--- src/rtl/pc_pkg.sv ---
// Shared types and helpers for the program-counter sequencer.
package pc_pkg;

  localparam int PC_W_DEF = 10;

  typedef logic [PC_W_DEF-1:0] pc_t;

  typedef enum logic [1:0] {
    IDLE = 2'd0,
    RUN  = 2'd1,
    HALT = 2'd2
  } state_t;

  // Wide sign extension; callers truncate to their PC width.
  function automatic logic signed [31:0] sext8(input logic [7:0] off);
    return {{24{off[7]}}, off};
  endfunction

endpackage

--- src/rtl/ret_stack.sv ---
// LIFO return-address stack; pointer counts occupied entries (0..DEPTH).
module ret_stack #(
  parameter int DEPTH = 4,
  parameter int W     = 10
) (
  input  logic         Clk,
  input  logic         Reset,
  input  logic         clear,
  input  logic         push,
  input  logic         pop,
  input  logic [W-1:0] din,
  output logic [W-1:0] dout,
  output logic         full,
  output logic         empty
);

  localparam int AW = $clog2(DEPTH);

  logic [W-1:0]  mem [DEPTH];
  logic [AW:0]   sp;
  logic [AW-1:0] wr_idx;
  logic [AW-1:0] rd_idx;

  assign wr_idx = sp[AW-1:0];
  assign rd_idx = AW'(sp - 1'b1);
  assign full   = (sp == (AW+1)'(DEPTH));
  assign empty  = (sp == '0);
  assign dout   = mem[rd_idx];

  // Overflowing pushes and underflowing pops are silently dropped here;
  // the sequencer records them in its sticky flags.
  always_ff @(posedge Clk or negedge Reset) begin
    if (!Reset) begin
      sp <= '0;
      for (int i = 0; i < DEPTH; i++) mem[i] <= '0;
    end else if (clear) begin
      sp <= '0;
    end else if (push && !full) begin
      mem[wr_idx] <= din;
      sp          <= sp + 1'b1;
    end else if (pop && !empty) begin
      sp <= sp - 1'b1;
    end
  end

endmodule

--- src/rtl/pc_sequencer.sv ---
// Program-counter sequencer: IDLE/RUN/HALT control, next-PC selection,
// return-address stack and sticky stack error flags.
module pc_sequencer
  import pc_pkg::*;
#(
  parameter int PC_W     = PC_W_DEF,
  parameter int START_PC = 0,
  parameter int RS_DEPTH = 4
) (
  input  logic            Clk,
  input  logic            Reset,
  input  logic            Start,
  input  logic            Halt,
  input  logic            BrAbs,
  input  logic            BrRel,
  input  logic            Taken,
  input  logic            Call,
  input  logic            Ret,
  input  logic [PC_W-1:0] Target,
  input  logic [7:0]      RelOff,
  output logic [PC_W-1:0] PC,
  output logic            Running,
  output logic            Done,
  output logic            RsOvf,
  output logic            RsUnf
);

  state_t          state;
  state_t          state_nxt;
  logic [PC_W-1:0] pc_nxt;
  logic [PC_W-1:0] pc_inc;
  logic [PC_W-1:0] pc_rel;
  logic [PC_W-1:0] rs_dout;
  logic            rs_push;
  logic            rs_pop;
  logic            rs_clear;
  logic            rs_full;
  logic            rs_empty;
  logic            ovf_nxt;
  logic            unf_nxt;

  // Both adders wrap modulo 2^PC_W by construction.
  assign pc_inc = PC + 1'b1;
  assign pc_rel = PC + PC_W'(sext8(RelOff));

  ret_stack #(
    .DEPTH (RS_DEPTH),
    .W     (PC_W)
  ) u_ret_stack (
    .Clk   (Clk),
    .Reset (Reset),
    .clear (rs_clear),
    .push  (rs_push),
    .pop   (rs_pop),
    .din   (pc_inc),
    .dout  (rs_dout),
    .full  (rs_full),
    .empty (rs_empty)
  );

  always_comb begin
    state_nxt = state;
    pc_nxt    = PC;
    rs_push   = 1'b0;
    rs_pop    = 1'b0;
    rs_clear  = 1'b0;
    ovf_nxt   = RsOvf;
    unf_nxt   = RsUnf;
    case (state)
      IDLE, HALT: begin
        if (Start) begin
          state_nxt = RUN;
          pc_nxt    = PC_W'(START_PC);
          rs_clear  = 1'b1;
          ovf_nxt   = 1'b0;
          unf_nxt   = 1'b0;
        end
      end
      RUN: begin
        if (Halt) begin
          state_nxt = HALT;
        end else if (Ret) begin
          if (!rs_empty) begin
            pc_nxt = rs_dout;
            rs_pop = 1'b1;
          end else begin
            pc_nxt  = pc_inc;
            unf_nxt = 1'b1;
          end
        end else if (Call) begin
          // The jump is taken even when the return address cannot be saved.
          pc_nxt = Target;
          if (!rs_full) rs_push = 1'b1;
          else          ovf_nxt = 1'b1;
        end else if (BrAbs && Taken) begin
          pc_nxt = Target;
        end else if (BrRel && Taken) begin
          pc_nxt = pc_rel;
        end else begin
          pc_nxt = pc_inc;
        end
      end
      default: state_nxt = IDLE;
    endcase
  end

  always_ff @(posedge Clk or negedge Reset) begin
    if (!Reset) begin
      state <= IDLE;
      PC    <= PC_W'(START_PC);
      RsOvf <= 1'b0;
      RsUnf <= 1'b0;
    end else begin
      state <= state_nxt;
      PC    <= pc_nxt;
      RsOvf <= ovf_nxt;
      RsUnf <= unf_nxt;
    end
  end

  assign Running = (state == RUN);
  assign Done    = (state == HALT);

endmodule

--- config.mk ---
export PLATFORM = sky130hd
export DESIGN_NAME = pc_sequencer
export DESIGN_NICKNAME = d
export VERILOG_FILES = /design/src/rtl/pc_pkg.sv /design/src/rtl/ret_stack.sv /design/src/rtl/pc_sequencer.sv
export SDC_FILE = /design/constraint.sdc
export NUM_CORES = 1
export LEC_CHECK = 0
export CAP_MARGIN = 15
export CORE_MARGIN = 2
export CORE_UTILIZATION = 50
export CTS_BUF_LIST = sky130_fd_sc_hd__clkbuf_4 sky130_fd_sc_hd__clkbuf_8
export CTS_CLUSTER_DIAMETER = 120
export DETAILED_ROUTE_END_ITERATION = 6
export PLACE_DENSITY = 0.72
export SLEW_MARGIN = 20
export SYNTH_ARGS = -nofsm -noshare
export SYNTH_HDL_FRONTEND = slang
export SYNTH_SLANG_ARGS = --single-unit
--- constraint.sdc ---
create_clock -name Clk -period 4.6 [get_ports Clk]
set_clock_uncertainty 0.05 [all_clocks]
set_input_delay 0.69 -clock Clk [delete_from_list [all_inputs] [get_ports Clk]]
set_output_delay 0.69 -clock Clk [all_outputs]
set_load 0.05 [all_outputs]
After elaboration in Yosys (flattened, before gate mapping)
Cells that the tools add are included.

Output and inout port bits: 14. Flip-flop bits (word level): 57. Bits of input ports: 27.

Mux-type cells: 41. Magnitude comparators: 3. Add/subtract/negate cells: 4. Bitwise logic cells: 3. Eq/ne operators: 11. Reductions and logical operators: 17.

Operators by type and width (number): $mux W10 (10); $bwmux W40 (1); $bmux W10 S2 (1); $demux W10 S2 (1); $pmux W10 S2 (1); $mux W1 (19); $ne A2 B2 Y1 const B (6); $add A10 B1 Y10 const B (1); $add A10 B10 Y10 (1); $mux W3 (3); $ge A3 B3 Y1 const B (2); $not A2 Y3 (2); $reduce_and A6 Y1 (1); $logic_and A1 B1 Y1 (5); $reduce_and A5 Y1 (1); $mux W2 (2); $ne A2 B1 Y1 const B (2); $pmux W1 S2 (2); $pmux W2 S2 (1); $reduce_and A2 Y1 (2); $add A3 B1 Y3 const B (1); $eq A3 B3 Y1 const B (1); $logic_not A3 Y1 (1); $lt A3 B1 Y1 const B (1); other kinds (10) (11).

Depth between registers and ports, before layout
Gate-level depths: netlist (run 1).

Depth after elaboration: 9. Depth in mapped cells: 10. Mapped depth without buffers: 9.

By module
A second synthesis (run 1) with hierarchy kept.

Cells, all modules: 355. Area total of the unflattened synthesis: 3863.7 sq um.

By module, submodules not included: ret_stack (times used 1, cells each 136, seq. area each 1076.0 sq um, area each 2138.3 sq um); pc_sequencer (times used 1, cells each 219, seq. area each 350.3 sq um, area each 1725.4 sq um).

Worst setup path before layout (run 1)
OpenSTA, ideal clock, no wires.

Path kind: flip-flop to flip-flop. Start point: register PC[0]. End point: register PC[8]. Stages on the path, launching flop included: 10. Arrival: 2232 ps. Path slack: 2236 ps. Clock period less this slack: 2364 ps. Path through: dfrtp_1 -> ha_1 -> inv_1 -> fa_1 -> nand2b_1 -> a21oi_1 -> o311a_1 -> mux2i_1 -> nor3_1 -> o21ai_0.

Word-level cells in the longest chain between the ends: 7. Elaborated cells between the ends (all ways): 9. Those cells by class: add/sub: 2; mux: 7.

Ends and longest elaborated chain: start: declaration (RTL line pc_sequencer.sv:21) `output logic [PC_W-1:0] PC,`; start signal: assignment (RTL line pc_sequencer.sv:110) `PC <= PC_W'(START_PC);`; start signal: assignment (RTL line pc_sequencer.sv:115) `PC <= pc_nxt;`; $add A10 B1 Y10 / $add A10 B10 Y10 (equally long branches) (RTL line pc_sequencer.sv:43, pc_sequencer.sv:44); $mux W10 (RTL line pc_sequencer.sv:97) `end else if (BrRel && Taken) begin`; $mux W10 (RTL line pc_sequencer.sv:95) `end else if (BrAbs && Taken) begin`; $mux W10 (RTL line pc_sequencer.sv:90) `end else if (Call) begin`; $mux W10 * (RTL line pc_sequencer.sv:82) `end else if (Ret) begin`; $mux W10 * (RTL line pc_sequencer.sv:80) `if (Halt) begin`; $pmux W10 S2 * (RTL line pc_sequencer.sv:69) `case (state)`.

Every way passes the cells marked *; elsewhere a longest branch is shown, timed or not. The select of a mux whose other input is x is not followed. A chain may end at the register's enable or synchronous reset.

Worst setup path after layout (run 1)
Start point: input port RelOff[0]. End point: register PC[8].

Word-level cells in the longest chain between the ends: 7.

Ends and longest elaborated chain: start: declaration (RTL line pc_sequencer.sv:20) `input logic [7:0] RelOff,`; $add A10 B10 Y10 (RTL line pc_sequencer.sv:44) `assign pc_rel = PC + PC_W'(sext8(RelOff));`; $mux W10 (RTL line pc_sequencer.sv:97); $mux W10 (RTL line pc_sequencer.sv:95); $mux W10 (RTL line pc_sequencer.sv:90); $mux W10 (RTL line pc_sequencer.sv:82); $mux W10 (RTL line pc_sequencer.sv:80); $pmux W10 S2 (RTL line pc_sequencer.sv:69).

No other way between the ends. The select of a mux whose other input is x is not followed.

==> key figures, run 1 <==
Worst setup path
  • CP max FO: 4
  • Critical path depth: 10
  • Crit path required time: 4.81 ns
  • Critical Path AT: 2.86 ns
  • Critical Path, Cell by Cell: clkdlybuf4s50_1 -> ha_1 -> inv_1 -> fa_1 -> nand2b_1 -> a21oi_1 -> o311a_1 -> mux2i_1 -> nor3_1 -> o21ai_0
  • R2r setup slk: 1.97 ns
  • Setup crit start: RelOff[0]
  • Crit end category: register
  • CP delay by family, top: compound AO/OA/AOI/OAI gates
  • R2r startpoint: u_ret_stack.sp[0]
  • Worst setup SP type: primary input
  • Slowest-stage cell, CP: clkdlybuf4s50_1
  • Crit Path Class: primary input to register
  • Reg2Reg Depth: 8
  • Buf+Inv Stages, Crit Path: 2
  • Max incr delay on CP: 0.46 ns

CTS
  • H-tree depth: 3
  • Post-CTS sizing: 0
  • Clock Tree Root: clkbuf_8
  • CTS tree: built
  • Setup Fix Bufs, Post-CTS: 0
  • Sink Count: 57
  • Maximum root-to-sink buffer count: 2
  • Worst-Skew Late Latency: 0.35 ns
  • Hold buffers post-CTS: 0
  • Clk slew on worst S/H paths: 0.07 ns
  • Cts bufs inserted: 9

Timing
  • FMAX: 377.7 MHz
  • Period Utilization, post-route: 0.5756
  • RSZ-0062 raised after global routing: false
  • Slew @ Worst Pin: 1.020 ns
  • WHS: 0.4175 ns
  • Setup TNS: 0 ns
  • Final hold violation count: 0
  • Max Slew Vio Count: 0
  • Worst slew margin: 0.3201
  • Tmin final: 2.648 ns
  • Final setup viols: 0

Synthesis
  • Area leader, netlist: dfrtp_1
  • Largest cells by area after synthesis: dfrtp_1 41%, o21ai_0 7.2%, mux4_2 6.5%
  • Register area share after synthesis: 0.4092
  • Synth top area share: 0.4092
  • Ys async rst share: 1.000
  • Synthesized flop and latch total: 57
  • Synth Instances: 358
  • Yosys Warn Count: 0
  • Syn Nets: 402
  • Synth unique cells: 59
  • Syn avg cell area: 9.737 um^2
  • Cell Area, Synth: 3486 um^2
  • Synth Flop Type: dfrtp_1
  • Post-synth EDFFs: 0

Power
  • Clock power frac: 0.218
  • Part of the power in registers: 0.354
  • Static leakage: 0.001793 uW
  • Worst vdd ir: 0.2343 mV
  • Fraction of power spent switching nets: 0.4164
  • Portion of total power attributed to combinational logic: 0.428
  • NetSw: 874.5 uW
  • PD cells: 512.2 nW/um^2
  • Cell Int Power: 1226 uW

Die
  • DIE HEIGHT: 87.50 um
  • Core ar.: 6756 um^2
  • FP Rows: 30
  • Total die area: 7655 um^2
  • Initial Utilization: 0.5159
  • I/O Pins: 41
  • Die width: 87.50 um

Final layout
  • Register area: 1426 um^2
  • Fill cells: 598
  • Final non-filler cell area: 4100 um^2
  • Area of the multi-input gates: 1924 um^2
  • Share of layout cells above drive strength 1: 0.1300
  • Syn-to-layout area delta: 17.62%
  • Fin cells: 480
  • Nets: 441
  • Ant. Diodes: 0

Placed design
  • Dpl hpwl: 6073 um
  • GP Congestion: 1.032
  • Placed Instances: 466
  • Placed cell area: 3918 um^2
  • IO Port Bufs: 40

Detailed routing
  • Via count: 2,835
  • Post-route DRC: 0
  • Total wire length: 8449 um
  • Starting DRC count in detailed routing: 246
  • Drt first pass iters: 4
  • DRT antenna net count: 0
  • DR vias/cell: 5.906
  • Wire per inst: 17.60 um

GRT
  • Vias in the first global route: 2,723
  • Antenna violations before repair: 0
  • Largest net degree at the start of global routing: 58
  • Total Routing Usage GR: 0.2411
  • Total gr overflow: 0
  • First-pass GRT wire length: 13,880 um

Worst hold path
  • Worst Hold Class: primary input to async pin

Outcome
  • Status: finished clean

Run
  • Max cap viols: 0
## cell families (layout without fill, tap and decap cells)
logic type               after synthesis  in the layout  synth area share
AO/OA/AOI/OAI                        105            105            0.1859
XOR/XNOR                              14             14           0.03733
adder cells (fa/ha/maj)               17             17           0.06317
buffers and inverters                 29             71           0.03876
flip-flops                            57             57            0.4092
multiplexers                          22             22            0.1023
AND/OR/NAND/NOR                      114            114            0.1633
## power groups by stage
stage	combinational, uW	sequential (uW)	clock [uW]
after floorplan	537	834	0
after global placement	889	744	0
after detailed placement	895	751	0
after CTS	900	741	468
after global routing	988	760	493
final	899	743	458
## Yosys cell counts, types with 4 or more instances
cell and instances:
dfrtp_1 57, nand2_1 51, o21ai_0 50, nor2_1 19, ha_1 16, a21oi_1 13
inv_1 12, mux4_2 10, mux2_2 9, nand3_1 9, buf_2 8, a31oi_1 7
xor2_1 7, xnor2_1 6, and3_1 5, nor3_1 5, nand2_2 4, nand2b_1 4
o211ai_1 4
## metal layers
metal  part of all wire  vias to the layer above  global-route usage
met2               0.47                       86              0.3678
met1               0.45                     1358              0.3387
met5                  0                        -                   0
met4              0.027                        0              0.1007
li1                   -                     1376                   -
met3              0.055                       15             0.04455
## placed cells by master (no fill, tap or decap), types with 2 or more instances in the layout
cell type and instances:
or3_1 2, o2111ai_1 2, o21a_1 2, clkdlybuf4s50_1 39, a31oi_1 7, mux2i_1 3
nor2_1 19, and3_1 5, mux2_2 9, mux4_2 10, o211ai_1 4, nand2_1 51
nand3_1 9, xnor2_1 6, inv_1 12, a22oi_1 2, o221ai_1 3, nand4_1 3
a21oi_1 13, xor2_1 7, dfrtp_1 57, a21o_1 3, nand2b_1 4, ha_1 16
a211oi_1 3, clkinv_2 3, and2_1 2, o22ai_1 2, o21ai_0 50, and2b_1 3
buf_4 2, clkbuf_8 10, nand2_2 4, inv_2 3, nor3_1 5
## worst paths after layout
path | end
setup / recovery | PC[8]
hold / removal | state[0]
setup reg to reg | u_ret_stack.sp[2]
hold reg to reg | u_ret_stack.mem[25]
max in group asynchronous | PC[3]
min in group Clk | u_ret_stack.mem[25]
## registers in the layout (all words and copies together) (netlist names)
name and flops:
u_ret_stack.mem 40, PC 10, u_ret_stack.sp 3, state 2
RsOvf 1, RsUnf 1
## worst register-to-register path, cell delays in order, from the launching register on
cell and delay (ns):
dfrtp_1 0.33, buf_4 0.26, inv_1 0.13, ha_1 0.27
ha_1 0.24, nor4_4 0.52, nand2_2 0.35, a31oi_1 0.25
o22ai_1 0.10
## final cells by class
cell class              instances  share of cell area
multi-input cells             272              0.4693
flip-flops and latches         57              0.3479
inverters                      15             0.01373
clock inverters                 4             0.01099
clock buffers                  10             0.03357
repair buffers                 42              0.1001
well taps                      80             0.02441
## through the flow
stage / util / worst slack [ns] / total power, uW
3_5_place_dp: 0.5798 / 1.603 / 1646
2_1_floorplan: - / 2.236 / 1371
4_1_cts: 0.6069 / 1.927 / 2109
6_report: 0.6069 / 1.952 / 2100
5_1_grt: 0.6069 / 1.689 / 2241
3_3_place_gp: 0.5798 / 1.680 / 1633
No activity file was read; power rests on OpenSTA's default activity.
==> run 2: changes to the inputs <==
PLACE_DENSITY = 0.74   (was 0.72)
clock period = 2.3 ns   (was 4.6 ns; I/O delays follow)
==> key figures, run 2 (same netlist as run 1, synthesis figures left out) <==
Outcome
  • Status: finished clean (unchanged)

Final layout
  • Ant. Diodes: 0 (unchanged)
  • Fill cells: 561 (was 598)
  • Reg with most FFs: u_ret_stack.mem (unchanged)
  • Core Util, Final: 0.6393 (was 0.6069)
  • Nets: 465 (was 441)
  • Syn-to-layout area delta: 23.91% (was 17.62%)
  • Most common cell after layout, fill and taps aside: dfrtp_1 (unchanged)
  • Share of layout cells above drive strength 1: 0.1878 (was 0.1300)
  • Fin cells: 506 (was 480)
  • Most frequent cells in the layout: 55 x dfrtp_1, 51 x nand2_1, 50 x o21ai_0 (was 57 x dfrtp_1, 51 x nand2_1, 50 x o21ai_0)
  • Final non-filler cell area: 4319 um^2 (was 4100 um^2)
  • Top flop regs: u_ret_stack.mem x40, PC x10, u_ret_stack.sp x3 (unchanged)
  • Max reg flops: 40 (unchanged)

Detailed routing
  • Wire per inst: 17.56 um (was 17.60 um)
  • Total wire length: 8885 um (was 8449 um)
  • Met3 wire length: 438 um (was 461 um)
  • DRT antenna net count: 0 (unchanged)
  • DR top layer: met4 (unchanged)
  • Via count: 2,927 (was 2,835)
  • WL met1: 3989 um (was 3818 um)
  • Starting DRC count in detailed routing: 118 (was 246)
  • Metal2 WL: 4358 um (was 3944 um)
  • Post-route DRC: 0 (unchanged)
  • Drt first pass iters: 5 (was 4)
  • DR vias/cell: 5.785 (was 5.906)

GRT
  • First-pass GRT wire length: 14,730 um (was 13,880 um)
  • Total gr overflow: 0 (unchanged)
  • Largest net degree at the start of global routing: 56 (was 58)
  • Total Routing Usage GR: 0.2518 (was 0.2411)
  • Antenna violations before repair: 0 (unchanged)
  • Vias in the first global route: 3,019 (was 2,723)

Die
  • FP Rows: 30 (unchanged)
  • Die width: 87.50 um (unchanged)
  • Total die area: 7655 um^2 (unchanged)
  • Core ar.: 6756 um^2 (unchanged)
  • DIE HEIGHT: 87.50 um (unchanged)
  • Initial Utilization: 0.5159 (unchanged)
  • I/O Pins: 41 (unchanged)

Timing
  • Final setup viols: 0 (unchanged)
  • Period Utilization, post-route: 0.9716
  • Slew @ Worst Pin: 0.5067 ns (was 1.020 ns)
  • Tmin final: 2.235 ns
  • Final hold violation count: 0 (unchanged)
  • Max Slew Vio Count: 0 (unchanged)
  • WHS: 0.3075 ns (was 0.4175 ns)
  • Worst slew margin: 0.6611 (was 0.3201)
  • Setup TNS: 0 ns (unchanged)
  • FMAX: 447.5 MHz

CTS
  • Clock Tree Root: clkbuf_8 (unchanged)
  • Sink Count: 57 (unchanged)
  • Maximum root-to-sink buffer count: 2 (unchanged)
  • Cts bufs inserted: 9 (unchanged)
  • CTS tree: built (unchanged)
  • H-tree depth: 3 (unchanged)
  • Worst-Skew Late Latency: 0.34 ns (was 0.35 ns)
  • Clk slew on worst S/H paths: 0.07 ns (about the same)

Worst setup path
  • Crit path required time: 1.90 ns (was 4.81 ns)
  • Crit end category: output pin (was register)
  • Reg2Reg Depth: 9 (was 8)
  • Critical Path AT: 1.84 ns (was 2.86 ns)
  • CP max FO: 7 (was 4)
  • Worst setup SP type: register (was primary input)
  • Crit Path Class: register to output pin (was primary input to register)

Placed design
  • IO Port Bufs: 40 (unchanged)
  • Dpl hpwl: 6489 um (was 6073 um)
  • Placed cell area: 4098 um^2 (was 3918 um^2)
  • Placed Instances: 488 (was 466)
  • GP Congestion: 0.8796 (was 1.032)

Power
  • PD cells: 1028 nW/um^2 (was 512.2 nW/um^2)
  • Static leakage: 0.001911 uW (was 0.001793 uW)
  • Worst vdd ir: 0.3994 mV (was 0.2343 mV)

Worst hold path
  • Worst Hold Class: primary input to async pin (unchanged)

Run
  • Max cap viols: 0 (unchanged)
## run 2: cell types whose count changed in the layout (fill, tap and decap cells not counted), sizes merged
cell         before  now
buf               3   26
clkinvlp          0    2
clkbuf           10   11
clkinv            3    2
dlygate4sd3       0    1
## run 2: metal layers
| layer | track usage | up-vias |
|---|---|---|
| li1 | - | 1424 |
| met1 | 0.3344 | 1399 |
| met2 | 0.4112 | 93 |
| met3 | 0.04360 | 11 |
| met4 | 0.09790 | 0 |
| met5 | 0 | - |
## run 2: critical path: stages (launching register included)
cell	delay, ns
dfrtp_1	0.38
nand2b_4	0.16
inv_2	0.13
clkdlybuf4s50_1	0.82
## run 2: power breakdown
| group | total [uW] | internal (uW) | leakage (uW) | switching (uW) |
|---|---|---|---|---|
| Sequential | 1420 | 1240 | 0.000763 | 183 |
| Combinational | 2050 | 834 | 0.00105 | 1220 |
| Clock | 964 | 538 | 0.0000987 | 427 |
## run 2: final timing paths
| check | start | to | slack [ns] |
|---|---|---|---|
| min in group Clk | u_ret_stack.mem[22] | u_ret_stack.mem[22] | 0.43 |
| min reg2reg | u_ret_stack.mem[22] | u_ret_stack.mem[22] | 0.43 |
| max | state[1] | Running | 0.07 |
| max in group asynchronous | Reset | u_ret_stack.mem[12] | 1.40 |
| max reg2reg | u_ret_stack.sp[1] | u_ret_stack.mem[7] | 0.15 |
| min | Reset | state[1] | 0.31 |
## run 2: per-stage QoR
step | power (uW) | setup WS (ns)
after floorplan | 2746 | 0.05375
after CTS | 4437 | 0.01377
final | 4438 | 0.06523
after detailed placement | 3460 | -0.3135
after global placement | 3415 | -0.2651
after global routing | 4720 | -0.003954
## run 2: final cells by class
| cell class | instances | area [um^2] | area share |
|---|---|---|---|
| well taps | 80 | 100.1 | 0.02317 |
| clock inverters | 5 | 55.05 | 0.01275 |
| repair buffers | 66 | 605.6 | 0.1402 |
| inverters | 15 | 56.30 | 0.01304 |
| clock buffers | 11 | 145.1 | 0.03360 |
| multi-input cells | 272 | 1928 | 0.4464 |
| flip-flops and latches | 57 | 1429 | 0.3308 |
## run 2: timing repair
item,CTS,global route
setup buffers,0,1
hold endpoints to repair,43,0
cloned,0,0
resized for setup,0,1
endpoints found under the setup margin,11,37
hold buffers,1,0
pin swaps,1,1
